## config.mk

```make
export PLATFORM = sky130hd
export DESIGN_NAME = serial_tx_ctrl
export DESIGN_NICKNAME = d
export VERILOG_FILES = /design/src/rtl/serial_tx_ctrl.sv
export SDC_FILE = /design/constraint.sdc
export NUM_CORES = 1
export LEC_CHECK = 0
export BUFFER_PORTS_ARGS = -buffer_cell sky130_fd_sc_hd__buf_2
export CAP_MARGIN = 20
export CORE_ASPECT_RATIO = 0.5
export CORE_MARGIN = 5
export CORE_UTILIZATION = 52
export DETAILED_ROUTE_END_ITERATION = 12
export PLACE_DENSITY = 0.73
export SYNTH_ARGS = -nofsm -noshare
export SYNTH_HDL_FRONTEND = slang
export SYNTH_SLANG_ARGS = --single-unit
export TNS_END_PERCENT = 100
```

## constraint.sdc

```tcl
create_clock -name clock -period 3.2 [get_ports clock]
set_input_delay 0.32 -clock clock [delete_from_list [all_inputs] [get_ports clock]]
set_output_delay 0.32 -clock clock [all_outputs]
set_load 0.1 [all_outputs]
```

## src/rtl/serial_tx_ctrl.sv

```systemverilog
// serial_tx_ctrl: memory-mapped 8N1 UART transmitter with a byte FIFO and a pollable status word
module serial_tx_ctrl #(
  parameter int CLK_HZ = 100000000,
  parameter int BAUD = 115200,
  parameter int DEPTH = 16
) (
  input  logic        clock,
  input  logic        reset,
  input  logic        sel,
  input  logic        we,
  input  logic        re,
  input  logic [31:0] addr,
  input  logic [31:0] din,
  output logic [31:0] dout,
  output logic        tx,
  output logic        busy
);
  localparam int DIV = CLK_HZ / BAUD;
  localparam int AW = $clog2(DEPTH);
  localparam int CW = AW + 1;
  localparam int NW = $clog2(DIV);
  localparam logic [NW-1:0] LAST = NW'(DIV - 1);
  typedef enum logic [1:0] {IDLE, START, DATA, STOP} state_t;
  state_t state_q;
  logic [NW-1:0] cnt_q;
  logic [2:0] idx_q;
  logic [7:0] shift_q;
  logic tx_q, ov_q, ov_d;
  logic [31:0] dout_q, status;
  logic [7:0] mem_q [DEPTH];
  logic [AW-1:0] wptr_q, rptr_q;
  logic [CW-1:0] count_q, count_d;
  logic empty, full, wrap, pop, push_req, push, drop, clr;
  logic unused;
  assign unused = ^{addr[31:3], addr[1:0], din[31:8]};
  assign empty = count_q == '0;
  assign full = count_q == CW'(DEPTH);
  assign wrap = cnt_q == LAST;
  // A pop happens when the line is free: from IDLE, or as a STOP bit completes
  assign pop = !empty && (state_q == IDLE || (state_q == STOP && wrap));
  assign push_req = sel && we && !addr[2];
  // A full FIFO still accepts a byte when the head leaves on the same edge
  assign push = push_req && (!full || pop);
  assign drop = push_req && full && !pop;
  assign clr = sel && we && addr[2] && din[0];
  assign count_d = count_q + CW'(push) - CW'(pop);
  assign ov_d = drop ? 1'b1 : clr ? 1'b0 : ov_q;
  assign busy = state_q != IDLE || !empty;
  assign status = {{(28 - CW){1'b0}}, count_q, ov_q, empty, full, busy};
  assign tx = tx_q;
  assign dout = dout_q;
  // FIFO storage; contents need no reset because count gates every read
  always_ff @(posedge clock) begin
    if (push) mem_q[wptr_q] <= din[7:0];
  end
  // FIFO pointers, occupancy, sticky overflow and the registered bus read port
  always_ff @(posedge clock) begin
    if (reset) begin
      wptr_q <= '0;
      rptr_q <= '0;
      count_q <= '0;
      ov_q <= 1'b0;
      dout_q <= '0;
    end else begin
      wptr_q <= push ? wptr_q + 1'b1 : wptr_q;
      rptr_q <= pop ? rptr_q + 1'b1 : rptr_q;
      count_q <= count_d;
      ov_q <= ov_d;
      dout_q <= (sel && re) ? (addr[2] ? status : '0) : dout_q;
    end
  end
  // Frame sequencer: start bit, eight data bits LSB first, stop bit, each DIV cycles
  always_ff @(posedge clock) begin
    if (reset) begin
      state_q <= IDLE;
      cnt_q <= '0;
      idx_q <= '0;
      shift_q <= '0;
      tx_q <= 1'b1;
    end else begin
      cnt_q <= (state_q == IDLE || wrap) ? '0 : cnt_q + 1'b1;
      case (state_q)
        IDLE: if (pop) begin
          shift_q <= mem_q[rptr_q];
          state_q <= START;
          tx_q <= 1'b0;
        end
        START: if (wrap) begin
          state_q <= DATA;
          idx_q <= '0;
          tx_q <= shift_q[0];
        end
        DATA: if (wrap) begin
          if (idx_q == 3'd7) begin
            state_q <= STOP;
            tx_q <= 1'b1;
          end else begin
            shift_q <= shift_q >> 1;
            idx_q <= idx_q + 1'b1;
            tx_q <= shift_q[1];
          end
        end
        default: if (wrap) begin
          state_q <= pop ? START : IDLE;
          shift_q <= pop ? mem_q[rptr_q] : shift_q;
          tx_q <= !pop;
        end
      endcase
    end
  end
endmodule

```

Word-level counts from Yosys, hierarchy flattened

Memories as Yosys holds them, arrays and structs flattened. A register that Yosys moved wholly into a read port is not among the register bits.
Index checks and enable logic that the tools add are counted.

Reduce and logical (&&, ||, !) cells: 29
Multipliers: 0
Magnitude comparators: 0
Add/subtract/negate cells: 6
Multiplexer cells: 29
Equality and inequality tests: 11
Bitwise logic cells: 1
Div/mod/pow operators: 0
Shift operators: 0

Operators with widths:

| kind                  | count |
|---|---|
| $mux 8                | 4 |
| $pmux 8 s3            | 1 |
| $reduce_and 4->1      | 3 |
| $add 10x1->10 const B | 1 |
| $eq 10x10->1 const B  | 1 |
| $logic_and 1x1->1     | 10 |
| $mux 1                | 10 |
| $mux 2                | 5 |
| $ne 2x2->1 const B    | 5 |
| $mux 3                | 3 |
| $mux 9                | 1 |
| $add 4x1->4 const B   | 2 |
| $mux 4                | 2 |
| $reduce_bool 2->1     | 4 |
| $pmux 2 s3            | 1 |
| $pmux 3 s2            | 1 |
| $add 5x1->5           | 1 |
| $eq 5x5->1 const B    | 1 |
| $logic_not 5->1       | 1 |
| $reduce_and 5->1      | 1 |
| $sub 5x1->5           | 1 |
| $eq 2x2->1 const B    | 2 |
| $logic_not 1->1       | 4 |
| $logic_or 1x1->1      | 4 |
| other kinds (7)       | 7 |

Bits in registers: 70
Memory bits (read-only): 0
Bits in latches: 0
Bits in writable memories: 128
Memories kept: 1

Memory list:

| name  | words | width | read ports | clocked after memory_dff | wr ports | RTL line | text |
|---|---|---|---|---|---|---|---|
| mem_q | 16    | 8     | 1          | 1                        | 1        | 30       | `logic [7:0] mem_q [DEPTH];` |

Longest topological paths before layout

Gate-level depths: netlist (run 1).

Word-level depth: 8
Mapped depth: 16
Gate-level depth less buffers: 14

Worst setup path before layout (run 1)

OpenSTA, ideal clock, no wires.

Path type: reg-to-reg
From: register cnt_q[0]
To: register count_q[4]
Period minus slack after synthesis: 3165 ps
Buffers on the path: 1
Required time: 3130 ps
Stages on the path, launching flop included: 15
Arrival time: 3095 ps
Path slack: 35 ps
Cells stage by stage: dfxtp_1 > ha_1 > nor3b_4 > nand4_2 > a21oi_4 > buf_4 > inv_1 > ha_1 > inv_1 > ha_1 > fa_1 > a21oi_1 > nor2_1 > or3_1 > a21oi_1

Word-level cells in the longest chain between the ends: 8

Ends and longest elaborated chain:

| what                     | RTL line | text |
|---|---|---|
| start: declaration       | 25       | `logic [NW-1:0] cnt_q;` |
| start signal: assignment | 81       | `cnt_q <= (state_q == IDLE \|\| wrap) ? '0 : cnt_q + 1'b1;` |
| $eq 10x10->1 *           | 38       | `assign wrap = cnt_q == LAST;` |
| $logic_and 1x1->1 *      | 40       | `assign pop = !empty && (state_q == IDLE \|\| (state_q == STOP && wrap));` |
| $logic_or 1x1->1 *       | 40       |  |
| $logic_and 1x1->1 *      | 40       |  |
| $logic_or 1x1->1         | 43       | `assign push = push_req && (!full \|\| pop);` |
| $logic_and 1x1->1        | 43       |  |
| $add 5x1->5              | 46       | `assign count_d = count_q + CW'(push) - CW'(pop);` |
| $sub 5x1->5 *            | 46       |  |
| end signal: assignment   | 67       | `count_q <= count_d;` |
| end: declaration         | 32       | `logic [CW-1:0] count_q, count_d;` |

Every way passes the cells marked *; elsewhere a longest branch is shown, timed or not.
A chain may end at the register's enable or synchronous reset.

Worst setup path in the final report (run 1)

From: register count_q[3]
To: register count_q[4]

Word-level cells in the longest chain between the ends: 7

Ends and longest elaborated chain:

| what              | RTL line | text |
|---|---|---|
| $logic_not 5->1   | 36       | `assign empty = count_q == '0;` |
| $logic_not 1->1   | 40       |  |
| $logic_and 1x1->1 | 40       |  |
| $logic_or 1x1->1  | 43       |  |
| $logic_and 1x1->1 | 43       |  |
| $add 5x1->5       | 46       |  |
| $sub 5x1->5 *     | 46       |  |

Marked as above.

==> results by group, run 1 <==
Floorplanning
  • Num ports: 103
  • Rows: 31
  • Core Area: 14,550 µm²
  • Horizontal die dimension: 182.6 µm
  • Initial standard-cell utilization of the core: 53.26%
  • Vertical die dimension: 96.31 µm
  • Area of the die: 17,590 µm²

Timing
  • Worst slew margin relative to its limit: 41.79%
  • Min Clock Period, post-route: 2974 ps
  • Setup skew after layout: 8.753 ps
  • Setup violations, final: 0
  • Max-slew violation count: 0
  • Setup repair after global routing missed its margin: no
  • Fin Hold WS: 225.7 ps
  • Final worst path period share: 92.94%
  • Setup Total Neg Slack: 0 ps
  • Number of hold violations in the final report: 0
  • Fmax: 336.2 MHz
  • Slew at the pin with the worst max-slew slack: 873.2 ps

Clock network
  • Clock Root Buffer: clkbuf_16
  • Buffer depth of the longest clock path: 2
  • CTS tree: built
  • Number of hold buffers added after CTS: 0
  • TritonCTS Buffers: 17
  • Maximum level of the CTS H-tree: 4
  • Clk sinks: 179
  • CTS clk-pin slew, worst paths: 70 ps
  • Clk Latency, worst-skew pair: 430 ps

Pwr
  • Net switching power of the design: 2.178 mW
  • Cell-internal power: 4.639 mW
  • Power density normalized to cell area: 793.4 nW/µm²
  • Static leakage: 2.990 nW
  • Power after layout: 6.817 mW
  • Switching power share of the total: 31.95%
  • Part of the power in registers: 40.6%
  • Highest ir drop seen on vdd: 0.5836 mV
  • Combinational fraction of design power: 28.6%
  • Part of the total power dissipated in the clock network: 30.9%

Setup path
  • Worst Setup Path Type: reg2reg
  • Data required time of the critical path: 3560 ps
  • Critical Path Sink Type: flip-flop
  • Critical path launch point type: flip-flop
  • Maximum fanout count along the critical path: 5
  • Critical path data arrival time: 3330 ps

Synth
  • Library cell with the largest summed area after synthesis: edfxtp_1
  • Yosys warns: 0
  • Cells after synthesis: 538
  • FF+latch count, synth: 179
  • Top cells by area in the synthesized netlist: edfxtp_1 (50%), dfxtp_1 (13%), mux4_2 (7.6%)
  • Most common flop cell mapped by yosys: edfxtp_1
  • Total standard cell area after synthesis: 7747 µm²
  • Synthesized area divided by synthesized cell count: 14.40 µm²
  • Sequential area share after synthesis: 62.79%
  • Fraction of registers with async set or reset after synthesis: 0%
  • Fraction of post-synthesis cell area in the top cell type by area: 49.61%
  • Post-synth EDFFs: 128
  • Number of distinct library cell variants in the gate-level netlist after synthesis: 60

Route
  • Initial DRC count: 330
  • Number of vias per cell after detailed routing: 5.743
  • Number of vias in the routed layout: 4,462
  • Post-route ant nets: 0
  • Post-detailed-route wirelength per cell: 19.09 µm
  • Post-detailed-routing wire length: 14,830 µm
  • Initial DRT Pass Iterations: 5
  • DRC violation count after routing: 0

Outcome
  • Status: finished, final reports clean

Global route
  • Initial antenna violation count: 0
  • First-pass GRT wire length: 23,530 µm
  • Global Route Usage Sum: 17.71%
  • Maximum number of pins on one net before global-route repair: 38
  • Final global-route overflow total: 0
  • Vias in the first global route: 4,431

Cells and area
  • Area delta synth->final: 10.90%
  • Share of final-layout standard cells stronger than drive strength 1: 20.90%
  • Core occupancy in the finished layout: 59.07%
  • Post-Layout Inst Area: 8592 µm²
  • Antenna fix cells: 0
  • Final net count: 654

Place
  • Detailed placement HPWL: 9600 µm
  • IO buf count: 24
  • Final weighted congestion in routability-driven placement: 0.7862
  • Post-placement cell area: 7985 µm²

Flow run
  • Number of max-capacitance violations reported: 0

Min path
  • Worst min-delay path category: in2reg
-- layout by cell type (no fill, tap or decap), types with 4 or more instances in the layout --
cell,instances
inv_1,16
mux2i_1,5
inv_6,4
xnor2_1,8
nand2_1,33
inv_8,4
nand2b_1,8
a22oi_1,10
nor2_1,29
a21oi_1,21
buf_2,24
a32o_1,7
conb_1,23
mux4_2,26
nor3_1,6
nand3_1,13
o21ai_0,4
mux2_2,14
ha_1,18
clkbuf_16,17
dfxtp_1,49
a221oi_1,6
nand4_1,13
and3_1,19
edfxtp_1,128
nor2b_1,8
buf_4,10
-- timing repair --
item                       4_1_cts  5_1_grt
setup endpoints to repair        0        1
resized for setup                0        2
setup buffers                    0        1
-- critical path, stage by stage (launching register included) --
cell	delay (ps)
dfxtp_1	370
inv_1	70
ha_1	210
nor3b_1	170
and3_2	280
a21oi_4	160
inv_1	50
ha_1	260
inv_1	40
ha_1	200
fa_1	410
a21oi_1	140
nor2_1	60
or3_1	340
a21oi_1	140
-- power groups by stage --
stage | combinational, mW | clock [mW] | sequential (mW)
6_report | 1.95 | 2.10 | 2.77
5_1_grt | 2.14 | 2.24 | 2.79
4_1_cts | 1.96 | 2.15 | 2.77
3_5_place_dp | 1.93 | 0 | 2.82
3_3_place_gp | 1.91 | 0 | 2.81
2_1_floorplan | 1.57 | 0 | 2.83
-- registers in the layout, summed over array words and instances, names as in the netlist, named ones only --
register  cells
state_q       2
count_q       5
shift_q       8
cnt_q        10
wptr_q        4
dout          9
rptr_q        4
mem_q       128
ov_q          1
idx_q         3
tx            1
-- cell families (layout without fill, tap and decap cells) --
group	Yosys count	count (layout)	synth area share [%]
AO/OA/AOI/OAI	68	68	7.138
XOR/XNOR	11	11	1.244
adder cells (fa/ha/maj)	19	19	3.165
buffers and inverters	65	84	4.797
flip-flops	179	179	62.79
multiplexers	45	45	10.24
other	1	23	0.04840
AND/OR/NAND/NOR	150	150	10.58
-- layer usage --
metal  wire [µm]  up-vias  share of wire [%]  global-route usage [%]
met2        7277      141                 49                   30.10
li1            -     2070                  -                       -
met1        6431     2230                 43                   22.91
met5           0        -                  0                       0
met3         914       21                6.2                   3.888
met4         208        0                1.4                   6.242
-- through the flow --
stage               cells  worst slack, ps
finish                777            225.8
global route          777            21.70
CTS                   776            100.7
detailed placement    744            125.9
global placement      744            157.0
floorplan             560            34.76
-- layout make-up --
class	count	area, µm²
Fill cell	1099	5953
Sequential cell	179	4867
Multi-Input combinational cell	316	2601
Clock buffer	18	429.2
Tap cell	198	247.7
Timing Repair Buffer	35	215.2
Clock inverter	14	167.7
Inverter	17	63.81
-- worst paths after layout --
path | depth (start not counted) | start | slack, ps | endpoint
max | 14 | count_q[3]$_SDFF_PP0_ | 230 | count_q[4]$_SDFF_PP0_
min | 3 | re | 230 | dout[7]$_SDFFE_PP0P_
max reg2reg | 14 | count_q[3]$_SDFF_PP0_ | 230 | count_q[4]$_SDFF_PP0_
min reg2reg | 2 | dout[4]$_SDFFE_PP0P_ | 460 | dout[4]$_SDFFE_PP0P_
-- cells in the mapped netlist (all sizes together), types with 2 or more instances --
cell    number
a211o        2
a21oi       22
a221oi       6
a22oi       10
a31oi        3
a32o         8
and2         3
and3        21
buf         37
clkbuf      11
dfxtp       51
edfxtp     128
ha          18
inv         16
mux2        14
mux2i        5
mux4        26
nand2       33
nand2b       8
nand3       14
nand3b       2
nand4       14
nor2        29
nor2b        8
nor3         6
nor3b        4
o21ai        5
o311ai       2
o31ai        2
or4          2
xnor2        8
xor2         3
(Power assumes the default switching activity.)
==> run 2: changes to the inputs <==
--- a/config.mk
+++ b/config.mk
@@ -12,6 +12,7 @@
 export CORE_UTILIZATION = 52
 export DETAILED_ROUTE_END_ITERATION = 12
 export PLACE_DENSITY = 0.73
+export REMOVE_ABC_BUFFERS = 1
 export SYNTH_ARGS = -nofsm -noshare
 export SYNTH_HDL_FRONTEND = slang
 export SYNTH_SLANG_ARGS = --single-unit
==> run 2 against run 1 <==
Maximum frequency down 0.93%. Clock skew barely moved. Combinational power grew 2%. Clock-buffer cell count stayed put. Power rose by 0.33%. Sequential cell count unchanged. Sequential share of layout area about the same. Utilization hardly changed. Highest routed layer unchanged.
==> results by group, run 2 (synthesized netlist as in run 1, its figures left out) <==
Outcome
  • Status: finished, final reports clean

Setup path
  • Worst reg2reg endpoint: count_q[4]$_SDFF_PP0_
  • Critical path data arrival time: 3350 ps (+20 ps)
  • Worst Setup Path Type: reg2reg
  • Maximum fanout count along the critical path: 5 (unchanged)
  • Critical path launch point type: flip-flop
  • Origin of the worst setup path: cnt_q[0]$_SDFF_PP0_
  • Flop-to-flop setup slack: 200 ps (-30 ps)
  • Cell depth of the worst flop-to-flop path: 13 (-1)
  • Critical Path Sink Type: flip-flop
  • Data required time of the critical path: 3550 ps (about the same)
  • Reg-to-reg startpoint: cnt_q[0]$_SDFF_PP0_

Floorplanning
  • Initial standard-cell utilization of the core: 53.26% (unchanged)
  • Vertical die dimension: 96.31 µm (unchanged)
  • Horizontal die dimension: 182.6 µm (unchanged)
  • Core Area: 14,550 µm² (unchanged)
  • Rows: 31 (unchanged)
  • Num ports: 103 (unchanged)
  • Area of the die: 17,590 µm² (unchanged)

Timing
  • Final worst path period share: 93.82% (+0.87 points)
  • Worst slew margin relative to its limit: 38.76% (-3.0 points)
  • Number of hold violations in the final report: 0 (unchanged)
  • Max-slew violation count: 0 (unchanged)
  • Fmax: 333.1 MHz (-0.93%)
  • Min Clock Period, post-route: 3002 ps (+27.95 ps)
  • Setup violations, final: 0 (unchanged)
  • Setup skew after layout: 8.670 ps (-0.08318 ps)
  • Setup Total Neg Slack: 0 ps (unchanged)
  • Setup repair after global routing missed its margin: no
  • Fin Hold WS: 241.3 ps (+15.55 ps)
  • Slew at the pin with the worst max-slew slack: 911.6 ps (+38.39 ps)

Route
  • Initial DRT Pass Iterations: 5 (unchanged)
  • Initial DRC count: 329 (-0.30%)
  • Number of vias per cell after detailed routing: 5.738 (about the same)
  • Post-detailed-route wirelength per cell: 19.46 µm (+2.0%)
  • Post-detailed-routing wire length: 15,100 µm (+1.8%)
  • Post-route ant nets: 0 (unchanged)
  • DRC violation count after routing: 0 (unchanged)
  • Number of vias in the routed layout: 4,453 (-0.20%)

Clock network
  • TritonCTS Buffers: 17 (unchanged)
  • CTS clk-pin slew, worst paths: 60 ps (about the same)
  • CTS tree: built
  • Number of hold buffers added after CTS: 0 (unchanged)
  • Clk sinks: 179 (unchanged)
  • Buffer depth of the longest clock path: 2 (unchanged)
  • Clock Root Buffer: clkbuf_16
  • Maximum level of the CTS H-tree: 4 (unchanged)
  • Clk Latency, worst-skew pair: 420 ps (about the same)

Cells and area
  • Register name with the most flops: mem_q
  • Antenna fix cells: 0 (unchanged)
  • Number of flip-flops in the largest register: 128 (unchanged)
  • Most used cells in the layout excluding fill and tap cells: edfxtp_1 (128), dfxtp_1 (50), nand2_1 (33)
  • Leading cell type in the layout, fill and taps excluded: edfxtp_1
  • Area delta synth->final: 10.84% (about the same)
  • Final net count: 653 (-0.15%)
  • Share of final-layout standard cells stronger than drive strength 1: 20.42% (-0.48 points)

Place
  • Final weighted congestion in routability-driven placement: 0.8066 (+2.6%)
  • Detailed placement HPWL: 9635 µm (+0.37%)
  • IO buf count: 24 (unchanged)

Min path
  • Worst min-delay path category: in2reg
  • Startpoint of the worst hold path: re
  • WHS Path Cells: 3 (unchanged)
  • Hold path endpoint: dout[4]$_SDFFE_PP0P_

Global route
  • Global Route Usage Sum: 18.27% (+0.55 points)
  • First-pass GRT wire length: 24,320 µm (+3.4%)
  • Initial antenna violation count: 0 (unchanged)
  • Maximum number of pins on one net before global-route repair: 38 (unchanged)
  • Vias in the first global route: 4,479 (+1.1%)
  • Final global-route overflow total: 0 (unchanged)

Pwr
  • Static leakage: 2.999 nW (+0.30%)
  • Power density normalized to cell area: 796.5 nW/µm² (+0.39%)
  • Highest ir drop seen on vdd: 0.6762 mV (+16%)

Flow run
  • Number of max-capacitance violations reported: 0 (unchanged)
-- run 2: changes by cell type in the layout (fill, tap and decap cells not counted), sizes merged --
cell,delta
inv,-3
buf,-1
bufinv,+1
clkinv,+4
clkinvlp,-2
-- run 2: how the worst max path moves through the flow --
stage | endpoint | slack (ps) | depth (start not counted)
2_1_floorplan | count_q[4]$_SDFF_PP0_ | -490 | 12
3_3_place_gp | count_q[4]$_SDFF_PP0_ | 160 | 13
3_5_place_dp | count_q[4]$_SDFF_PP0_ | 140 | 13
4_1_cts | count_q[4]$_SDFF_PP0_ | 120 | 13
5_1_grt | count_q[4]$_SDFF_PP0_ | 20 | 13
6_report | count_q[4]$_SDFF_PP0_ | 200 | 13
-- run 2: through the flow --
| stage | util [%] | power (mW) | std cells | instance area (µm²) | worst slack [ps] |
|---|---|---|---|---|---|
| 6_report | 59.04 | 6.839 | 776 | 8587 | 197.9 |
| 3_5_place_dp | 54.81 | 4.762 | 744 | 7973 | 141.6 |
| 5_1_grt | 59.04 | 7.180 | 776 | 8587 | 21.13 |
| 2_1_floorplan | - | 4.297 | 512 | 7522 | -492.7 |
| 4_1_cts | 58.98 | 6.883 | 776 | 8578 | 121.5 |
| 3_3_place_gp | 54.81 | 4.703 | 744 | 7973 | 163.5 |
-- run 2: timing repair --
action                                  CTS  global route
buffers inserted                          0             0
hold endpoints to repair                  0             0
endpoints found under the setup margin    0             1
gates resized for setup                   0             1
-- run 2: critical path, cell delays in order (launching register included) --
cell and delay [ps]:
dfxtp_1 370, ha_1 220, nor3b_4 340, nand4_4 190, a21oi_4 180, inv_1 50
ha_1 260, inv_1 30, ha_1 200, fa_1 410, a21oi_1 150, nor2_1 60
or3_1 330, a21oi_1 130
-- run 2: power by group --
group / internal [mW] / leakage, nW / switching [mW]
sequential: 2.62 / 1.57 / 0.113
clock: 1.24 / 0.297 / 0.879
combinational: 0.821 / 1.13 / 1.16
total: 4.68 / 3.00 / 2.16
-- run 2: final cells by class --
cell class              count  area [µm²]
clock inverters            14       176.4
multi-input cells         316        2609
repair buffers             34       195.2
inverters                  17       63.81
flip-flops and latches    179        4866
fillers                  1099        5958
well taps                 198       247.7
clock buffers              18       429.2
-- run 2: per-layer routing --
layer  GRT usage, %  up-vias  wire length, µm
li1               -     2079                -
met1          24.97     2200             6807
met2          30.26      162             7142
met3          3.700       12             1013
met4          5.119        0              137
met5              0        -                0
